===== config.mk =====
export PLATFORM = sky130hd
export DESIGN_NAME = digit_serial_addsub
export DESIGN_NICKNAME = d
export VERILOG_FILES = /design/src/rtl/digit_serial_addsub.sv
export SDC_FILE = /design/constraint.sdc
export NUM_CORES = 1
export LEC_CHECK = 0
export ABC_CLOCK_PERIOD_IN_PS = 3900
export BUFFER_PORTS_ARGS = -buffer_cell sky130_fd_sc_hd__buf_2
export CAP_MARGIN = 20
export CORE_MARGIN = 4
export CORE_UTILIZATION = 50
export CTS_BUF_LIST = sky130_fd_sc_hd__clkbuf_2
export CTS_CLUSTER_SIZE = 30
export DETAILED_ROUTE_END_ITERATION = 6
export GPL_TIMING_DRIVEN = 1
export HOLD_SLACK_MARGIN = 0.06
export PLACE_DENSITY = 0.75
export SLEW_MARGIN = 20
export SYNTH_ARGS = -nofsm -noshare
export SYNTH_HDL_FRONTEND = slang
export SYNTH_SLANG_ARGS = --single-unit

===== constraint.sdc =====
create_clock -name clk -period 3.9 [get_ports clk]
set_input_delay 0.195 -clock clk [delete_from_list [all_inputs] [get_ports clk]]
set_output_delay 0.195 -clock clk [all_outputs]
set_load 0.005 [all_outputs]

===== src/rtl/digit_serial_addsub.sv =====
// digit_serial_addsub: sequential adder/subtractor that walks WIDTH-bit operands
// DIGIT bits per clock through a single full-adder slice with a registered
// carry/borrow, using a start/busy/done handshake.
// Optional build macro: ADDSUB_OVERFLOW_EN enables the signed-overflow flag;
// without it ovf is tied low and no MSB carry-in tracking is built.
module digit_serial_addsub #(
   parameter int WIDTH = 8,
   parameter int DIGIT = 1
) (
   input  logic             clk,
   input  logic             rst_n,
   input  logic             start,
   input  logic             mode,
   input  logic [WIDTH-1:0] a,
   input  logic [WIDTH-1:0] b,
   output logic             busy,
   output logic             done,
   output logic [WIDTH-1:0] sum,
   output logic             cout,
   output logic             ovf
);

   localparam int NDIG = (DIGIT > 0) ? (WIDTH / DIGIT) : 1;
   localparam int CW   = (NDIG > 1) ? $clog2(NDIG) : 1;

   generate
      if ((DIGIT < 1) || (DIGIT > WIDTH) || ((WIDTH % DIGIT) != 0)) begin : g_bad_cfg
         $error("digit_serial_addsub: WIDTH must be a non-zero multiple of DIGIT and DIGIT <= WIDTH");
      end
   endgenerate

   typedef enum logic [1:0] {
      IDLE,
      RUN,
      DONE
   } state_t;

   state_t           state;
   state_t           state_next;
   logic [WIDTH-1:0] a_sh;
   logic [WIDTH-1:0] b_sh;
   logic             mode_r;
   logic             carry;
   logic [CW-1:0]    cnt;
   logic [DIGIT-1:0] b_eff;
   logic [DIGIT:0]   digit_res;
   logic [WIDTH-1:0] sum_shift;
   logic             last;

   // One digit slice: low digit of A plus (possibly inverted) low digit of B plus
   // the running carry; the result digit enters sum from the MSB end.
   always_comb begin
      b_eff     = b_sh[DIGIT-1:0] ^ {DIGIT{mode_r}};
      digit_res = {1'b0, a_sh[DIGIT-1:0]} + {1'b0, b_eff} + {{DIGIT{1'b0}}, carry};
      sum_shift = sum >> DIGIT;
      sum_shift[WIDTH-1 -: DIGIT] = digit_res[DIGIT-1:0];
      last      = (cnt == CW'(NDIG - 1));
   end

   // Next-state decode; start is only looked at in IDLE so a busy unit ignores it.
   always_comb begin
      state_next = state;
      case (state)
         IDLE:    if (start) state_next = RUN;
         RUN:     if (last)  state_next = DONE;
         DONE:    state_next = IDLE;
         default: state_next = IDLE;
      endcase
   end

   assign busy = (state == RUN);
   assign done = (state == DONE);

   // State, operand shifters, carry chain and result registers.
   always_ff @(posedge clk) begin
      if (!rst_n) begin
         state  <= IDLE;
         a_sh   <= '0;
         b_sh   <= '0;
         mode_r <= 1'b0;
         carry  <= 1'b0;
         cnt    <= '0;
         sum    <= '0;
         cout   <= 1'b0;
      end else begin
         state <= state_next;
         case (state)
            IDLE: begin
               if (start) begin
                  a_sh   <= a;
                  b_sh   <= b;
                  mode_r <= mode;
                  carry  <= mode;
                  cnt    <= '0;
               end
            end
            RUN: begin
               a_sh  <= a_sh >> DIGIT;
               b_sh  <= b_sh >> DIGIT;
               carry <= digit_res[DIGIT];
               sum   <= sum_shift;
               cnt   <= cnt + CW'(1);
               if (last) cout <= digit_res[DIGIT] ^ mode_r;
            end
            default: ;
         endcase
      end
   end

`ifdef ADDSUB_OVERFLOW_EN
   logic msb_cin;
   logic ovf_r;

   // Carry into the MSB is recovered from the MSB sum bit and its two inputs.
   always_comb begin
      msb_cin = digit_res[DIGIT-1] ^ a_sh[DIGIT-1] ^ b_eff[DIGIT-1];
   end

   // Signed overflow is latched on the final digit and held alongside sum.
   always_ff @(posedge clk) begin
      if (!rst_n) begin
         ovf_r <= 1'b0;
      end else if ((state == IDLE) && start) begin
         ovf_r <= 1'b0;
      end else if ((state == RUN) && last) begin
         ovf_r <= msb_cin ^ digit_res[DIGIT];
      end
   end

   assign ovf = ovf_r;
`else
   assign ovf = 1'b0;
`endif

endmodule


; After elaboration in Yosys (flattened, before gate mapping)
; Index checks and enable logic that the tools add are counted.
[word_totals]
inputBits = 20
reg_bits = 32
wordCells = 35
[op_classes]
add_sub_neg = 3
bitwise_logic = 2
muxes = 11
reduce_logical = 6
n_eq_ne = 5
[op_table]
columns = operator, count
row1 = $pmux 8 s2, 2
row2 = $mux 8, 2
row3 = $reduce_and 2->1, 4
row4 = $pmux 3 s2, 1
row5 = $mux 2, 2
row6 = $pmux 2 s2, 1
row7 = $add 3x1->3 const B, 1
row8 = $eq 3x3->1 const B, 1
row9 = $mux 3, 1
row10 = $add 1x1->2, 1
row11 = $add 2x1->2, 1
row12 = $eq 2x1->1 const B, 1
row13 = $eq 2x2->1 const B, 1
row14 = $logic_not 2->1, 1
row15 = $ne 2x1->1 const B, 1
row16 = $ne 2x2->1 const B, 1
row17 = $pmux 1 s2, 1
row18 = $reduce_bool 2->1, 1
row19 = $xor 1x1->1, 2
row20 = $mux 1, 1

; Logic depth before layout (Yosys ltp)
; Gate-level depths: netlist of run 1.
[logic_depth]
ltp_word = 4
mapped_depth = 6
mapped_depth_nobuf = 5

; Worst setup path before layout of run 1
; Ideal clock, no wire load.
[synth_path]
path_kind = register to register
start = register mode_r
end = register cout
stages_incl_launch_ff = 6
setup_ns = 0.076
setup_slack_ns = 2.637
arrival_time_ns = 1.188
required_time_ns = 3.824
period_less_slack_ns = 1.263
cell_sequence = dfxtp_1 xnor2_1 fa_1 xnor2_1 nand3_1 a21boi_0
[synth_between]
elab_chain_cells = 4
[synth_rtl]
columns = element, line_no
row1 = "start, declared", 42  ; logic mode_r;
row2 = "start signal, assigned", 92  ; mode_r <= mode;
row3 = $xor 1x1->1, 53  ; b_eff = b_sh[DIGIT-1:0] ^ {DIGIT{mode_r}};
row4 = $add 1x1->2, 54  ; digit_res = {1'b0, a_sh[DIGIT-1:0]} + {1'b0, b_eff} + {{DIGIT{1'b0}}, carry};
row5 = $add 2x1->2, 54
row6 = $xor 1x1->1 *, 103  ; if (last) cout <= digit_res[DIGIT] ^ mode_r;
row7 = "end signal, assigned", 103
row8 = "end, declared", 19  ; output logic cout,
; Mark *: on every way between the ends. The rest lies on a longest branch, timed or not.
; A chain may end at the register's enable or synchronous reset.

; Final worst setup path of run 1
[layout_path]
start = register state[1]
end = output busy
[layout_between]
elab_chain_cells = 1
[layout_rtl]
columns = element, line_no
row1 = "start, declared", 38  ; state_t state;
row2 = "start signal, assigned", 86  ; state <= state_next;
row3 = $eq 2x1->1, 71  ; assign busy = (state == RUN);
row4 = "end, declared", 16  ; output logic busy,
; No other way between the ends.

==> impl_results.md, run 1 <==
- Placer congestion estimate: about 0.73
- Most frequent cells in the layout: 32 x dfxtp_1, 30 x buf_2, 19 x nand2_1
- Comb pwr share: 11.5%
- Area after DPL: approximately 1600 sq um
- Register-to-register setup slack: 1.99 ns
- Clock-pin slew on the worst setup and hold paths: approximately 0.16 ns
- Status: completed
- Die ar.: ~3800 sq um
- Maximum vdd drop: around 0.32 mV
- Ys async rst share: 0%
- R2R Path Start: state[1]$_SDFFE_PN0P_
- Core area: roughly 2700 sq um
- Clock Tree Buf Depth: 2
- Max-cap violations: 0
- Sw Ratio: 24.9%
- Final WL: around 2800 um
- Min-delay src: a[2]
- Vias in the first global route: between 1000 and 1500
- Arr. time, crit path: around 2.1 ns
- Inserted Clock Buffers: 5
- Psw: about 0.16 mW
- Worst-path maximum fanout: 25
- DRC: 0
- Cell area power density: 395 nW/um^2
- Top_reg_cell synth: dfxtp_1
- Worst Setup Start Kind: register
- Critical path class: register to output pin
- Yosys reg bits: 32
- Clk Latency, worst-skew pair: roughly 0.37 ns
- Worst setup EP type: output pin
- Final TNS setup: 0 ns
- Standard-cell row count: 19
- Leak pwr: roughly 0.67 nW
- Root Driver: clkbuf_2
- Vias per std cell: approximately 5.5
- Initial Util: approximately 52%
- Avg WL per Cell: 13.3 um
- Largest net degree at the start of global routing: 37
- # nets final: ~200
- Number of synthesized flops with an enable pin: 0
- Count of different cell masters after synthesis: 27
- Largest stage delay, worst path: between 0.8 and 0.9 ns
- Port Buf Inserts: 30
- Antenna violations before repair: 0
- Final setup skew: 0.0142 ns
- Hold WC Path Type: input port to register
- Tightest Pin Transition: about 0.76 ns
- Avg Cell Area, Syn: 9.29 sq um
- Synthesized area: between 1000 and 1500 sq um
- CTS tree: yes
- Dpl hpwl: slightly below 2000 um
- Sequential power share: 55.3%
- Final Cell Area: roughly 1600 sq um
- Crit Reg-Reg Endpoint: cnt[0]$_SDFFE_PN0P_
- Gate Count Post-Synth: approximately 150
- RSZ-0062 raised after global routing: no
- Pins Over Slew Limit: 0
- Clock net sink count: 32
- Final hold violations: 0
- Top Ports: 32
- Antenna Nets Post-Route: 0
- Sequential share of the synthesized area: a little under half
- Initial DRC Count: 23
- Die width: between 60 and 70 um
- CP Cell Sequence: nand2b_1, inv_1, buf_2
- WHS Endpoint: a_sh[2]$_SDFFE_PN0P_
- Synthesized Nets: between 150 and 200
- Clk pwr share: about 33%
- Drt first pass iters: 4
- Fraction of layout cells with a size suffix above 1: 21.7%
- Synth warn: 0
- CP max-delay cell: dfxtp_1
- Final setup fails: 0
- Worst Hold Depth: 3
- Internal: approximately 0.48 mW
- Required @ worst endpoint: about 3.7 ns
- Period utilisation layout: about three fifths
- Detailed-route via count: ~1200
- Post-CTS Setup Inserts: 0
- Max_slew headroom: between 40% and 50%
- Overall die height: approximately 60 um
- Tmin final: about 2.3 ns
- First-pass GRT wire length: roughly 4600 um
- Grt total ovfl: 0
- Max frequency: 0.440 GHz
- Most common cell after layout, fill and taps aside: dfxtp_1
- R2r worst-path depth: 4
- Area grow syn2layout: 14.5%
- # diodes: 0
- H-tree depth: 2
- GRT Util Overall: roughly 17%
Yosys cell counts, types with 4 or more instances:
| cell | count | share of area, % |
|---|---|---|
| a21boi_0 | 10 | 5.3 |
| buf_2 | 4 | 1.4 |
| mux2i_1 | 15 | 11 |
| dfxtp_1 | 32 | 45 |
| nand2_1 | 19 | 5.0 |
| o21ai_1 | 10 | 3.5 |
| inv_1 | 4 | 1.1 |
| nand3_1 | 4 | 1.4 |
| o211ai_1 | 15 | 7.9 |
| o21ai_0 | 13 | 4.6 |
| clkbuf_1 | 6 | 1.6 |
worst max path at each step:
stage                     startpoint                   to  slack [ns]  cells past startpoint
6_report       state[1]$_SDFFE_PN0P_                 busy        1.63                      3
5_1_grt        state[1]$_SDFFE_PN0P_                 busy        1.39                      3
4_1_cts        state[1]$_SDFFE_PN0P_                 busy        1.63                      3
3_5_place_dp   state[1]$_SDFFE_PN0P_  cnt[0]$_SDFFE_PN0P_        2.06                      4
3_3_place_gp   state[1]$_SDFFE_PN0P_                 busy        2.15                      3
2_1_floorplan    mode_r$_SDFFE_PN0P_    cout$_SDFFE_PN0P_        2.64                      5
worst max-delay path: cells and delay by family, from the launching register on:
family / cells / cell delay, ns
flip-flops: 1 / 0.85
AND/OR/NAND/NOR: 1 / 0.37
buffers and inverters: 2 / 0.49
flip-flops by register name (all words and copies together) (netlist names):
register and flops:
state 2, b_sh 8, cnt 3, mode_r 1, a_sh 8, cout 1
sum 8, carry 1
cell families (layout without fill, tap and decap cells):
logic type	count (synthesis)	in the layout	share of synthesized area, %
buffers and inverters	17	44	5.46
AO/OA/AOI/OAI	50	50	22.4
other	1	1	0.264
XOR/XNOR	2	2	1.23
adder cells (fa/ha/maj)	3	3	3.17
flip-flops	32	32	45.1
multiplexers	15	15	10.6
AND/OR/NAND/NOR	33	33	11.9
power by group through the flow:
stage | clock network [mW] | registers, mW | logic, mW
floorplan | 0 | 0.359 | 0.0550
global placement | 0 | 0.361 | 0.0710
detailed placement | 0 | 0.362 | 0.0737
CTS | 0.222 | 0.355 | 0.0745
global route | 0.237 | 0.358 | 0.0830
finish | 0.214 | 0.355 | 0.0738
per-layer routing:
metal / vias to the layer above / track usage (%) / routed length [um]
li1: 594 / - / -
met1: 543 / 20.8 / 1240
met2: 27 / 26.9 / 1330
met3: 7 / 6.08 / 200
met4: 0 / 7.43 / 47
met5: - / 0 / 0
per-stage QoR:
stage	cells	util, %	setup slack, ns	hold slack, ns	power [mW]
floorplan	153	-	2.64	0.325	0.414
global placement	202	56.9	2.15	0.437	0.432
detailed placement	202	56.9	2.06	0.446	0.436
CTS	211	59.5	1.63	0.0647	0.652
global route	211	59.5	1.39	0.0668	0.678
finish	211	59.5	1.63	0.0878	0.642
repair_timing:
action                                 CTS  global route
hold buffers                             1             0
resized for setup                        0             0
setup endpoints to repair                0             0
endpoints found under the hold margin    1             0
layout make-up:
| type | instances | area [sq um] |
|---|---|---|
| Clock buffer | 5 | 25.0 |
| Clock inverter | 3 | 37.5 |
| Fill cell | 249 | 1110 |
| Inverter | 4 | 15.0 |
| Multi-Input combinational cell | 104 | 703 |
| Sequential cell | 32 | 641 |
| Tap cell | 31 | 38.8 |
| Timing Repair Buffer | 32 | 168 |
Note: power is estimated with default switching activity, not from simulation.
==> run 2: changes to the inputs <==
--- a/config.mk
+++ b/config.mk
@@ -5,7 +5,8 @@
 export SDC_FILE = /design/constraint.sdc
 export NUM_CORES = 1
 export LEC_CHECK = 0
-export ABC_CLOCK_PERIOD_IN_PS = 3900
+export ABC_AREA = 1
+export ABC_CLOCK_PERIOD_IN_PS = 1900
 export BUFFER_PORTS_ARGS = -buffer_cell sky130_fd_sc_hd__buf_2
 export CAP_MARGIN = 20
 export CORE_MARGIN = 4
@@ -15,7 +16,7 @@
 export DETAILED_ROUTE_END_ITERATION = 6
 export GPL_TIMING_DRIVEN = 1
 export HOLD_SLACK_MARGIN = 0.06
-export PLACE_DENSITY = 0.75
+export PLACE_DENSITY = 0.76
 export SLEW_MARGIN = 20
 export SYNTH_ARGS = -nofsm -noshare
 export SYNTH_HDL_FRONTEND = slang
==> constraint.sdc (replaced) <==
create_clock -name clk -period 1.9 [get_ports clk]
set_input_delay 0.095 -clock clk [delete_from_list [all_inputs] [get_ports clk]]
set_output_delay 0.095 -clock clk [all_outputs]
set_load 0.005 [all_outputs]
==> impl_results.md, run 2 <==
- Most common cell on crit path: nor2_1
- Grt total ovfl: 0 (unchanged)
- Final WL: 3380 um (was 2820 um)
- Vias in the first global route: 1295 (was 1084)
- Die width: 65.9 um (was 61.3 um)
- Clk pwr share: 22.4% (was 33.2%)
- Final setup skew: 0.00315 ns (was 0.0142 ns)
- Tmin final: approximately 1.7 ns
- Arr. time, crit path: 1.98 ns (was 2.08 ns)
- Leak pwr: 0.932 nW (was 0.667 nW)
- Yosys top cell area share: 38.2% (was 45.1%)
- Die ar.: 4350 sq um (was 3760 sq um)
- Util after Layout: 64.3% (was 59.5%)
- Cell area power density: 682 nW/um^2 (was 395 nW/um^2)
- Overall die height: 65.9 um (was 61.3 um)
- Final TNS setup: 0 ns (unchanged)
- RSZ-0062 raised after global routing: no (unchanged)
- Maximum vdd drop: 0.440 mV (was 0.320 mV)
- CP max-delay cell: dlygate4sd3_1 (was dfxtp_1)
- Area grow syn2layout: 19.8% (was 14.5%)
- Top Registers: a_sh x8, b_sh x8, sum x8 (unchanged)
- Internal: 0.941 mW (was 0.483 mW)
- Psw: 0.430 mW (was 0.160 mW)
- Worst-path maximum fanout: 16 (was 25)
- CTS-repair resized insts: 0 (unchanged)
- Drt first pass iters: 4 (unchanged)
- Leading area contributor after synthesis: dfxtp_1 (unchanged)
- Pins Over Slew Limit: 0 (unchanged)
- Gate Count Post-Synth: 217 (was 153)
- Max frequency: between 0.6 and 0.7 GHz
- GRT Util Overall: 17.6% (was 17.0%)
- Clk Latency, worst-skew pair: 0.37 ns (about the same)
- Port Buf Inserts: 30 (unchanged)
- WHS: 0.480 ns (was 0.0878 ns)
- Vias per std cell: 4.76 (was 5.55)
- Synthesized Nets: 240 (was 176)
- Inserted Clock Buffers: 5 (unchanged)
- Largest stage delay, worst path: 0.57 ns (was 0.85 ns)
- Comb pwr share: 22.5% (was 11.5%)
- Status: completed (unchanged)
- Final hold violations: 0 (unchanged)
- Core area: 3130 sq um (was 2730 sq um)
- Post-synth top cells: 37 x nand3_1, 34 x inv_1, 32 x dfxtp_1 (was 32 x dfxtp_1, 19 x nand2_1, 15 x mux2i_1, 15 x o211ai_1, 13 x o21ai_0)
- Fraction of layout cells with a size suffix above 1: 22.9% (was 21.7%)
- # nets final: 285 (was 202)
- Top Ports: 32 (unchanged)
- Ys async rst share: 0% (unchanged)
- Avg Cell Area, Syn: 7.73 sq um (was 9.29 sq um)
- Most frequent cells in the layout: 37 x nand3_1, 34 x inv_1, 32 x dfxtp_1 (was 32 x dfxtp_1, 30 x buf_2, 19 x nand2_1)
- First-pass GRT wire length: 5920 um (was 4640 um)
- CTS tree: yes (unchanged)
- Detailed-route via count: 1457 (was 1171)
- Max-cap violations: 0 (unchanged)
- R2r worst-path depth: 6 (was 4)
- Synth warn: 0 (unchanged)
- Dpl hpwl: 2110 um (was 1980 um)
- Count of different cell masters after synthesis: 20 (was 27)
- Initial Util: 53.6% (was 52.0%)
- Clock Tree Buf Depth: 2 (unchanged)
- Register-to-register setup slack: 0.24 ns (was 1.99 ns)
- CP Cell Sequence: buf_4, nor2_1, nand2_1, o21ai_0, dlygate4sd3_1, nor2_1 (was nand2b_1, inv_1, buf_2)
- Antenna Nets Post-Route: 0 (unchanged)
- Standard-cell row count: 20 (was 19)
- Most common cell after layout, fill and taps aside: nand3_1 (was dfxtp_1)
- # diodes: 0 (unchanged)
- Sw Ratio: 31.4% (was 24.9%)
- Period utilisation layout: 87.1%
- Worst Setup Start Kind: register (unchanged)
- Synth top area cells: dfxtp_1 38%, nand3_1 11%, inv_1 7.6%, nor2_1 5.6%, nand3_2 5.4% (was dfxtp_1 45%, mux2i_1 11%, o211ai_1 7.9%, a21boi_0 5.3%, nand2_1 5.0%)
- Root Driver: clkbuf_2 (unchanged)
- Worst Hold Depth: 1 (was 3)
- Antenna violations before repair: 0 (unchanged)
- Worst setup EP type: register (was output pin)
- Clock-pin slew on the worst setup and hold paths: 0.16 ns (about the same)
- Top_reg_cell synth: dfxtp_1 (unchanged)
- Placer congestion estimate: 0.775 (was 0.727)
- Avg WL per Cell: 11.0 um (was 13.3 um)
- Sequential share of the synthesized area: 38.2% (was 45.1%)
- Cell with the most instances after synthesis: nand3_1 (was dfxtp_1)
- Sequential power share: 55.1% (was 55.3%)
- Required @ worst endpoint: 2.23 ns (was 3.70 ns)
- Critical path class: register to register (was register to output pin)
- DRC: 0 (unchanged)
- Yosys reg bits: 32 (unchanged)
- Largest net degree at the start of global routing: 45 (was 37)
- Final setup fails: 0 (unchanged)
- Initial DRC Count: 83 (was 23)
- Hold WC Path Type: register to register (was input port to register)
- Clock net sink count: 32 (unchanged)
- H-tree depth: 2 (unchanged)
- Synthesized area: 1680 sq um (was 1420 sq um)
- Number of synthesized flops with an enable pin: 0 (unchanged)
## run 2: changes by cell type after synthesis, sizes merged, moves of 2 or more
| cell | change |
|---|---|
| a21boi | -10 |
| a21oi | +20 |
| buf | +5 |
| clkbuf | -4 |
| inv | +32 |
| mux2i | -15 |
| nand2 | +6 |
| nand3 | +42 |
| nand4bb | -2 |
| nor2 | +23 |
| nor3b | -2 |
| o211ai | -15 |
| o21ai | -11 |
## run 2: path summary, 6_finish.rpt
check / start / endpoint
hold reg to reg: cnt[0]$_SDFFE_PN0P_ / cnt[0]$_SDFFE_PN0P_
setup / recovery: state[0]$_SDFFE_PN0P_ / mode_r$_SDFFE_PN0P_
setup reg to reg: state[0]$_SDFFE_PN0P_ / mode_r$_SDFFE_PN0P_
hold / removal: cnt[0]$_SDFFE_PN0P_ / cnt[0]$_SDFFE_PN0P_
## run 2: power groups by stage
stage          Clock, mW  Sequential, mW  Combinational, mW
6_report           0.307           0.755              0.308
5_1_grt            0.347           0.763              0.352
4_1_cts            0.317           0.755              0.310
3_5_place_dp           0           0.769              0.278
3_3_place_gp           0           0.769              0.273
2_1_floorplan          0           0.763              0.235
## run 2: final cells by class
cell class                      count  area (sq um)
Fill cell                         278          1120
Multi-Input combinational cell    135           777
Sequential cell                    32           641
Timing Repair Buffer               52           365
Inverter                           36           140
Tap cell                           44          55.1
Clock buffer                        5          25.0
Clock inverter                      2          7.51
## run 2: routing by layer
layer | share of wire [%] | GRT usage, % | vias up
met5 | 0 | 0 | -
met4 | 1.9 | 7.61 | 0
met3 | 4.2 | 4.76 | 7
met2 | 44 | 26.4 | 25
met1 | 50 | 23.5 | 649
li1 | - | - | 776
## run 2: metrics by stage
| step | cell area [sq um] | std cells | total power [mW] | worst slack, ns |
|---|---|---|---|---|
| 3_3_place_gp | 1780 | 279 | 1.04 | 0.639 |
| 6_report | 2010 | 306 | 1.37 | 0.245 |
| 3_5_place_dp | 1780 | 279 | 1.05 | 0.616 |
| 2_1_floorplan | 1680 | 217 | 0.999 | 0.682 |
| 5_1_grt | 2010 | 306 | 1.46 | 0.162 |
| 4_1_cts | 2010 | 306 | 1.38 | 0.247 |
## run 2: logic make-up after synthesis
family / Yosys count / synth area share (%)
AO/OA/AOI/OAI: 33 / 11.9
AND/OR/NAND/NOR: 96 / 30.5
XOR/XNOR: 2 / 1.04
other: 1 / 0.223
buffers and inverters: 50 / 15.5
flip-flops: 32 / 38.2
adder cells (fa/ha/maj): 3 / 2.68
## run 2: repair_timing
item	in CTS	in global routing
setup buffers	0	0
endpoints found under the setup margin	0	0
hold endpoints to repair	29	0
hold buffers	20	0
## run 2: worst max-delay path, delay by kind of cell, from the launching register on
kind	cells	cell delay, ns
buffers and inverters	2	0.83
AO/OA/AOI/OAI	1	0.08
AND/OR/NAND/NOR	3	0.25
flip-flops	1	0.46
==> run 3: changes to the inputs <==
--- a/config.mk
+++ b/config.mk
@@ -9,14 +9,16 @@
 export ABC_CLOCK_PERIOD_IN_PS = 1900
 export BUFFER_PORTS_ARGS = -buffer_cell sky130_fd_sc_hd__buf_2
 export CAP_MARGIN = 20
+export CELL_PAD_IN_SITES_DETAIL_PLACEMENT = 2
+export CELL_PAD_IN_SITES_GLOBAL_PLACEMENT = 2
 export CORE_MARGIN = 4
-export CORE_UTILIZATION = 50
+export CORE_UTILIZATION = 29
 export CTS_BUF_LIST = sky130_fd_sc_hd__clkbuf_2
 export CTS_CLUSTER_SIZE = 30
 export DETAILED_ROUTE_END_ITERATION = 6
 export GPL_TIMING_DRIVEN = 1
 export HOLD_SLACK_MARGIN = 0.06
-export PLACE_DENSITY = 0.76
+export PLACE_DENSITY_LB_ADDON = 0.1
 export SLEW_MARGIN = 20
 export SYNTH_ARGS = -nofsm -noshare
 export SYNTH_HDL_FRONTEND = slang
==> constraint.sdc (replaced) <==
create_clock -name clk -period 1.9 [get_ports clk]
set_input_delay 0.38 -clock clk [delete_from_list [all_inputs] [get_ports clk]]
set_output_delay 0.38 -clock clk [all_outputs]
set_load 0.005 [all_outputs]
==> impl_results.md, run 3 (synthesis results as in run 2) <==
- Clock net sink count: 32 (unchanged)
- Period utilisation layout: 91.5% (was 87.1%)
- Max-cap violations: 0 (unchanged)
- Largest net degree at the start of global routing: 25 (was 45)
- Final setup skew: 0.0113 ns (was 0.00315 ns)
- Grt total ovfl: 0 (unchanged)
- Clock-pin slew on the worst setup and hold paths: 0.17 ns (was 0.16 ns)
- Worst Setup Start Kind: register (unchanged)
- Hold WC Path Type: input port to register (was register to register)
- Initial Util: 30.1% (was 53.6%)
- Sequential power share: 54.6% (was 55.1%)
- First-pass GRT wire length: 7190 um (was 5920 um)
- Inserted Clock Buffers: 5 (unchanged)
- Fraction of layout cells with a size suffix above 1: 25.8% (was 22.9%)
- Status: completed (unchanged)
- Critical path class: register to output pin (was register to register)
- GRT Util Overall: 12.5% (was 17.6%)
- Detailed-route via count: 1440 (was 1457)
- Largest stage delay, worst path: 0.38 ns (was 0.57 ns)
- DRC: 0 (unchanged)
- Top Ports: 32 (unchanged)
- Clock Tree Buf Depth: 2 (unchanged)
- Most common cell after layout, fill and taps aside: nand3_1 (unchanged)
- # nets final: 266 (was 285)
- Vias per std cell: 4.56 (was 4.76)
- Final TNS setup: 0 ns (unchanged)
- Vias in the first global route: 1505 (was 1295)
- Core area: 5570 sq um (was 3130 sq um)
- Pins Over Slew Limit: 0 (unchanged)
- Overall die height: 84.1 um (was 65.9 um)
- Internal: 0.943 mW (was 0.941 mW)
- Clk Latency, worst-skew pair: 0.35 ns (was 0.37 ns)
- Top Registers: a_sh x8, b_sh x8, sum x8 (unchanged)
- Die width: 84.1 um (was 65.9 um)
- CP max-delay cell: dfxtp_1 (was dlygate4sd3_1)
- Drt first pass iters: 4 (unchanged)
- RSZ-0062 raised after global routing: no (unchanged)
- CTS tree: yes (unchanged)
- Root Driver: clkbuf_2 (unchanged)
- Clk pwr share: 24.3% (was 22.4%)
- Final hold violations: 0 (unchanged)
- Post-CTS Setup Inserts: 0 (unchanged)
- Antenna violations before repair: 0 (unchanged)
- Hold_buf cts: 0 (was 20)
- CTS-repair resized insts: 0 (unchanged)
- Maximum vdd drop: 0.206 mV (was 0.440 mV)
- Comb pwr share: 21.1% (was 22.5%)
- Psw: 0.442 mW (was 0.430 mW)
- H-tree depth: 2 (unchanged)
- # diodes: 0 (unchanged)
- Port Buf Inserts: 30 (unchanged)
- Tmin final: 1.74 ns (was 1.66 ns)
- CP Cell Sequence: inv_6, nand2_8, inv_4, buf_2 (was buf_4, nor2_1, nand2_1, o21ai_0, dlygate4sd3_1, nor2_1)
- Final setup fails: 0 (unchanged)
- Arr. time, crit path: 1.36 ns (was 1.98 ns)
- Die ar.: 7070 sq um (was 4350 sq um)
- Placer congestion estimate: 0.643 (was 0.775)
- Most frequent cells in the layout: 37 x nand3_1, 34 x inv_1, 32 x dfxtp_1 (unchanged)
- Area grow syn2layout: 11.7% (was 19.8%)
- Worst-path maximum fanout: 21 (was 16)
- Antenna Nets Post-Route: 0 (unchanged)
- Dpl hpwl: 2860 um (was 2110 um)
- Avg WL per Cell: 12.9 um (was 11.0 um)
- Total power: 1.39 mW (was 1.37 mW)
- Required @ worst endpoint: 1.52 ns (was 2.23 ns)
- Final WL: 4070 um (was 3380 um)
- Worst setup EP type: output pin (was register)
- Leak pwr: 0.866 nW (was 0.932 nW)
- Max frequency: 0.575 GHz (was 0.604 GHz)
- Initial DRC Count: 36 (was 83)
- Sw Ratio: 31.9% (was 31.4%)
- Cell area power density: 739 nW/um^2 (was 682 nW/um^2)
- Standard-cell row count: 27 (was 20)
run 3: per-stage QoR:
stage / hold slack, ns / cells / area [sq um] / worst slack [ns] / util [%]
2_1_floorplan: 0.428 / 217 / 1680 / 0.682 / -
3_3_place_gp: 0.448 / 308 / 1830 / 0.505 / 32.9
3_5_place_dp: 0.464 / 308 / 1830 / 0.500 / 32.9
4_1_cts: 0.231 / 316 / 1870 / 0.0647 / 33.6
5_1_grt: 0.218 / 316 / 1870 / 0.0156 / 33.6
6_report: 0.251 / 316 / 1870 / 0.162 / 33.6
run 3: metal layers:
layer  GRT usage (%)  vias up  wire length (um)
li1                -      733                 -
met1            16.7      681              2040
met2            19.8       22              1850
met3            3.16        4               156
met4            3.51        0                29
met5               0        -                 0
run 3: area by class of cell:
type                    instances  area [sq um]
repair buffers                 33           185
multi-input cells             135           777
well taps                      72          90.1
inverters                      36           143
clock inverters                 1          3.75
flip-flops and latches         32           641
clock buffers                   7          35.0
fillers                       693          3700
run 3: power by group through the flow:
| stage | combinational (mW) | clock (mW) | sequential [mW] |
|---|---|---|---|
| after floorplan | 0.235 | 0 | 0.763 |
| after global routing | 0.338 | 0.389 | 0.766 |
| after CTS | 0.301 | 0.354 | 0.758 |
| after global placement | 0.297 | 0 | 0.771 |
| final | 0.292 | 0.337 | 0.756 |
| after detailed placement | 0.301 | 0 | 0.772 |
run 3: worst paths after layout:
check | start | endpoint | slack, ns | cells after the start
worst max-delay path | state[1]$_SDFFE_PN0P_ | busy | 0.16 | 4
worst min-delay path | a[7] | a_sh[7]$_SDFFE_PN0P_ | 0.25 | 3
worst max register to register | state[1]$_SDFFE_PN0P_ | a_sh[0]$_SDFFE_PN0P_ | 0.53 | 6
worst min register to register | cnt[0]$_SDFFE_PN0P_ | cnt[0]$_SDFFE_PN0P_ | 0.48 | 1
run 3: critical path: cells and delay by family, from the launching register on:
family                 cells  cell delay [ns]
buffers and inverters      3             0.47
flip-flops                 1             0.38
AND/OR/NAND/NOR            1             0.15
